**src/rtl/pe_acc_add_stage.sv**
```systemverilog
// PE add stage: out_act + mult with saturate/wrap, read-after-write forwarding
// from recent results, stall hold and a saturating overflow event counter.
module pe_acc_add_stage #(
  parameter int unsigned DATA_W    = 16,
  parameter int unsigned ADDR_W    = 6,
  parameter int unsigned FWD_DEPTH = 2,
  parameter int unsigned OVF_CNT_W = 16
) (
  input  logic                 clk,
  input  logic                 rst,
  input  logic                 stall,
  input  logic                 sat_en,
  input  logic                 ovf_clr,
  input  logic                 comp_en_add,
  input  logic [DATA_W-1:0]    out_act_value_add,
  input  logic [DATA_W-1:0]    mult_result_add,
  input  logic [ADDR_W-1:0]    out_act_addr_add,
  output logic                 comp_en_wb,
  output logic [ADDR_W-1:0]    out_act_addr_wb,
  output logic [DATA_W-1:0]    add_result_wb,
  output logic                 overflow_wb,
  output logic                 fwd_hit_wb,
  output logic [OVF_CNT_W-1:0] ovf_count
);

  localparam int unsigned SUM_W = DATA_W + 1;
  localparam logic [DATA_W-1:0] MAX_VAL = {1'b0, {(DATA_W-1){1'b1}}};
  localparam logic [DATA_W-1:0] MIN_VAL = {1'b1, {(DATA_W-1){1'b0}}};
  localparam logic [OVF_CNT_W-1:0] CNT_MAX = {OVF_CNT_W{1'b1}};

  logic                accept_c;
  logic [FWD_DEPTH-1:0] hist_vld;
  logic [ADDR_W-1:0]   hist_addr [FWD_DEPTH];
  logic [DATA_W-1:0]   hist_data [FWD_DEPTH];

  logic [DATA_W-1:0]   opnd_a_c;
  logic                fwd_hit_c;
  logic [SUM_W-1:0]    sum_c;
  logic                ovf_c;
  logic [DATA_W-1:0]   result_c;

  assign accept_c = comp_en_add & ~stall;

  // Operand select: scan oldest to newest so the newest matching entry wins.
  always_comb begin
    opnd_a_c  = out_act_value_add;
    fwd_hit_c = 1'b0;
    for (int i = int'(FWD_DEPTH) - 1; i >= 0; i--) begin
      if (hist_vld[i] && (hist_addr[i] == out_act_addr_add)) begin
        opnd_a_c  = hist_data[i];
        fwd_hit_c = 1'b1;
      end
    end
  end

  // Signed add one bit wide; overflow when the two top bits disagree.
  always_comb begin
    sum_c    = {opnd_a_c[DATA_W-1], opnd_a_c} + {mult_result_add[DATA_W-1], mult_result_add};
    ovf_c    = sum_c[SUM_W-1] ^ sum_c[SUM_W-2];
    result_c = sum_c[DATA_W-1:0];
    if (ovf_c && sat_en) begin
      result_c = sum_c[SUM_W-1] ? MIN_VAL : MAX_VAL;
    end
  end

  // Write-back registers: pulse valid, hold payload on idle cycles.
  always_ff @(posedge clk or posedge rst) begin
    if (rst) begin
      comp_en_wb      <= 1'b0;
      out_act_addr_wb <= '0;
      add_result_wb   <= '0;
      overflow_wb     <= 1'b0;
      fwd_hit_wb      <= 1'b0;
    end else if (!stall) begin
      comp_en_wb <= comp_en_add;
      if (comp_en_add) begin
        out_act_addr_wb <= out_act_addr_add;
        add_result_wb   <= result_c;
        overflow_wb     <= ovf_c;
        fwd_hit_wb      <= fwd_hit_c;
      end
    end
  end

  // History shifts every unstalled cycle; idle cycles shift in an invalid entry.
  always_ff @(posedge clk or posedge rst) begin
    if (rst) begin
      for (int i = 0; i < int'(FWD_DEPTH); i++) begin
        hist_vld[i]  <= 1'b0;
        hist_addr[i] <= '0;
        hist_data[i] <= '0;
      end
    end else if (!stall) begin
      for (int i = 1; i < int'(FWD_DEPTH); i++) begin
        hist_vld[i]  <= hist_vld[i-1];
        hist_addr[i] <= hist_addr[i-1];
        hist_data[i] <= hist_data[i-1];
      end
      hist_vld[0]  <= accept_c;
      hist_addr[0] <= out_act_addr_add;
      hist_data[0] <= result_c;
    end
  end

  // Clear wins over increment and also acts while stalled.
  always_ff @(posedge clk or posedge rst) begin
    if (rst) begin
      ovf_count <= '0;
    end else if (ovf_clr) begin
      ovf_count <= '0;
    end else if (accept_c && ovf_c && (ovf_count != CNT_MAX)) begin
      ovf_count <= ovf_count + OVF_CNT_W'(1);
    end
  end

endmodule

```
**config.mk**
```make
export PLATFORM = sky130hd
export DESIGN_NAME = pe_acc_add_stage
export DESIGN_NICKNAME = d
export VERILOG_FILES = /design/src/rtl/pe_acc_add_stage.sv
export SDC_FILE = /design/constraint.sdc
export NUM_CORES = 1
export LEC_CHECK = 0
export ABC_AREA = 0
export CAP_MARGIN = 20
export CORE_MARGIN = 5
export CORE_UTILIZATION = 55
export CTS_BUF_LIST = sky130_fd_sc_hd__clkbuf_8
export DETAILED_ROUTE_END_ITERATION = 16
export PLACE_DENSITY_LB_ADDON = 0.1
export RECOVER_POWER = 100
export SLEW_MARGIN = 20
export SYNTH_ARGS = -nofsm -noshare
export SYNTH_HDL_FRONTEND = slang
export SYNTH_SLANG_ARGS = --single-unit
```
**constraint.sdc**
```tcl
create_clock -name clk -period 5.1 [get_ports clk]
set_clock_uncertainty 0.05 [all_clocks]
set_input_delay 0.51 -clock clk [delete_from_list [all_inputs] [get_ports clk]]
set_output_delay 0.51 -clock clk [all_outputs]
set_load 0.02 [all_outputs]
```
==> qor.csv <==
stage,metric,value,unit
status,outcome,"finished, violations left",
status,failed_checks,"max-capacitance violations, max-slew violations",
clock_tree,clk_pin_slew,0.09,ns
sta,maxSlewViolCount,92,
critical_path,crit-reg2reg-launch,hist_addr[0],
worst_hold_path,whs_path_depth,2,
global_route,grt.total_usage,21.8,%
critical_path,crit_path_start_kind,primary input,
critical_path,crit_required,5.27,ns
critical_path,r2r_slack,0.72,ns
route,wire_per_inst,16.5,um
global_route,overflow,0,
finish,multi_input_area,2590,sq um
floorplan,core,8680,sq um
synthesis,syn_area,4870,sq um
floorplan,die_h,104,um
clock_tree,cts_root_buffer,clkbuf_8,
sta,final-hold-violation-count,0,
placed_design,placement.io_buffers,84,
clock_tree,cts_buffers,9,
critical_path,cp_max_fo,9,
finish,final_common_cell,nand2_1,
global_route,antenna_found_initial,0,
floorplan,die_area,10800,sq um
route,drt_iter0_drc,127,
floorplan,die_x,104,um
route,vias,4006,
finish,fillCellCount,722,
route,vias_per_cell,5.72,
sta,rsz0062_at_grt,false,
worst_hold_path,hold_class,reg2reg,
synthesis,synthDominantCellAreaShare,44.7,%
synthesis,synth_edf_count,0,
synthesis,synth_area_per_cell,9.67,sq um
clock_tree,clock_latency,0.36,ns
synthesis,synth.yosys.warnings,0,
synthesis,ys_seq_area_share,44.7,%
clock_tree,cts_setup_buffers,0,
critical_path,critical_path_arrival,4.83,ns
synthesis,synthCells,504,
pwr,powerDensity,309,nW/um^2
floorplan,pin_count,85,
clock_tree,cts_tree,done,
critical_path,r2r_end,hist_data[21],
synthesis,yosysTopAreaCell,dfrtp_1,
clock_tree,ctsHoldBuffers,0,
synthesis,ys_ff_latch,87,
sta,min_period_over_period,91.4,%
sta,max_freq,214,MHz
synthesis,syn_nets,566,
critical_path,rr_worst_depth,14,
synthesis,synthArstFlopShare,100,%
pwr,leakagePower,2.59,nW
synthesis,synth_cell_types,55,
synthesis,ys_top_cells_by_area,"dfrtp_1, mux2_2, nand2_1",
floorplan,start_util,56.1,%
route,drc,0,
route,routed_wl,11500,um
global_route,grt_pass1_wl,19700,um
finish,area_growth,23.1,%
global_route,grt_pass1_vias,4059,
sta,relSlewSlack,-72.5,%
finish,diodes,0,
route,firstDrtPassIters,4,
pwr,power.total,1.86,mW
global_route,grt_max_degree,54,
sta,setup_tns,0,ns
clock_tree,cts_resized,0,
placed_design,gp_congestion,0.875,
pwr,vdd_ir_drop_max,0.190,mV
critical_path,crit_end,hist_data[21],
placed_design,hpwl,8620,um
finish,final_cell_mix,"nand2_1, dfrtp_1, o21ai_0, dlygate4sd3_1, clkdlybuf4s50_1",
clock_tree,clock-sinks,87,
sta,worst_pin_slew,2.59,ns
synthesis,ys.flop_type,dfrtp_1,
run,maxCapViolations,2,
floorplan,placementRows,34,
finish,final_net_count,649,
sta,final.min_clock_period,4.66,ns
sta,setup_violations,0,
route,antenna_left,0,
critical_path,critPathKind,in2reg,
clock_tree,clockBufferDepth,2,
finish,seq_area,2180,sq um
clock_tree,htreeDepth,3,
critical_path,crit_path_start,out_act_addr_add[0],
finish,final_layout_size_suffix_gt1_share,11.3,%
critical_path,worstSetupEndpointType,register,
## state kept, by name, indices dropped and copies added, names as in the netlist
register and cells:
add_result_wb 16, comp_en_wb 1, fwd_hit_wb 1, hist_addr 12, hist_data 32, hist_vld 2
out_act_addr_wb 6, overflow_wb 1, ovf_count 16
## metal layers
metal  vias up  part of all wire [%]  global-route usage [%]
li1       1958                     -                       -
met4         0                   1.6                    6.66
met1      1932                    46                    29.2
met3        16                   4.1                    4.41
met2       100                    48                    35.6
met5         -                     0                       0
## Yosys cell counts, types with 2 or more instances
cell type / number
nand2_1: 89
dfrtp_1: 87
o21ai_0: 52
mux2_2: 35
nor2_1: 27
a21oi_1: 24
ha_1: 17
mux2i_1: 17
clkbuf_1: 15
xnor2_1: 13
nor2b_1: 12
xor2_1: 11
nand2b_1: 6
nand4_1: 6
o31ai_1: 6
a211oi_1: 5
buf_2: 5
inv_1: 5
nand3_1: 5
or3_1: 5
or4_1: 5
a21o_1: 4
a22o_1: 4
and3_1: 4
nor3_1: 4
and2_1: 3
and3b_1: 3
nor4_1: 3
a31oi_1: 2
and4_1: 2
o211ai_1: 2
o21a_1: 2
o21ai_1: 2
## cell families after synthesis
kind of cell	count (synthesis)	synth area share, %
adder cells (fa/ha/maj)	18	4.78
AND/OR/NAND/NOR	180	17.7
AO/OA/AOI/OAI	115	14.2
flip-flops	87	44.7
XOR/XNOR	25	4.65
multiplexers	52	11.6
buffers and inverters	27	2.36
## worst max-delay path, cell delays in order
cell and delay [ns]:
clkdlybuf4s50_1 0.56, xnor2_1 0.15, nand4_1 0.13, nor4_2 0.31, buf_4 0.29, mux2i_1 0.22, o21ai_0 0.17, ha_1 0.35
a211oi_1 0.10, nor4b_1 0.53, o211ai_1 0.22, a21boi_0 0.41, o221ai_2 0.29, nand2b_1 0.39, o21ai_0 0.19
## stage by stage
| stage | util, % | std cells | hold WS, ns | setup slack, ns | instance area, sq um |
|---|---|---|---|---|---|
| floorplan | - | 504 | 0.417 | 0.979 | 4870 |
| global placement | 67.2 | 684 | 0.408 | 0.282 | 5840 |
| detailed placement | 67.2 | 684 | 0.416 | 0.162 | 5840 |
| CTS | 69.3 | 700 | 0.437 | 0.528 | 6020 |
| global route | 69.1 | 700 | 0.448 | 0.0852 | 6000 |
| finish | 69.1 | 700 | 0.429 | 0.436 | 6000 |
## where the power goes
group / switching, mW / leakage, nW / internal (mW)
clock network: 0.263 / 0.0930 / 0.193
registers: 0.0705 / 1.07 / 0.807
logic: 0.283 / 1.42 / 0.238
## cell type report
type / count / area share (%)
Tap cell: 108 / 2.25
Sequential cell: 87 / 36.3
Timing Repair Buffer: 94 / 15.0
Multi-Input combinational cell: 390 / 43.1
Inverter: 5 / 0.334
Clock buffer: 10 / 2.29
Clock inverter: 6 / 0.730
## worst min path at each step
stage                     slack [ns]                 end          startpoint
after floorplan                 0.42       hist_data[16]       hist_data[16]
after global placement          0.41          fwd_hit_wb          fwd_hit_wb
after detailed placement        0.42  out_act_addr_wb[3]  out_act_addr_wb[3]
after CTS                       0.44  out_act_addr_wb[3]  out_act_addr_wb[3]
after global routing            0.45  out_act_addr_wb[4]  out_act_addr_wb[4]
final                           0.43  out_act_addr_wb[2]  out_act_addr_wb[2]
No activity file was read; power rests on OpenSTA's default activity.
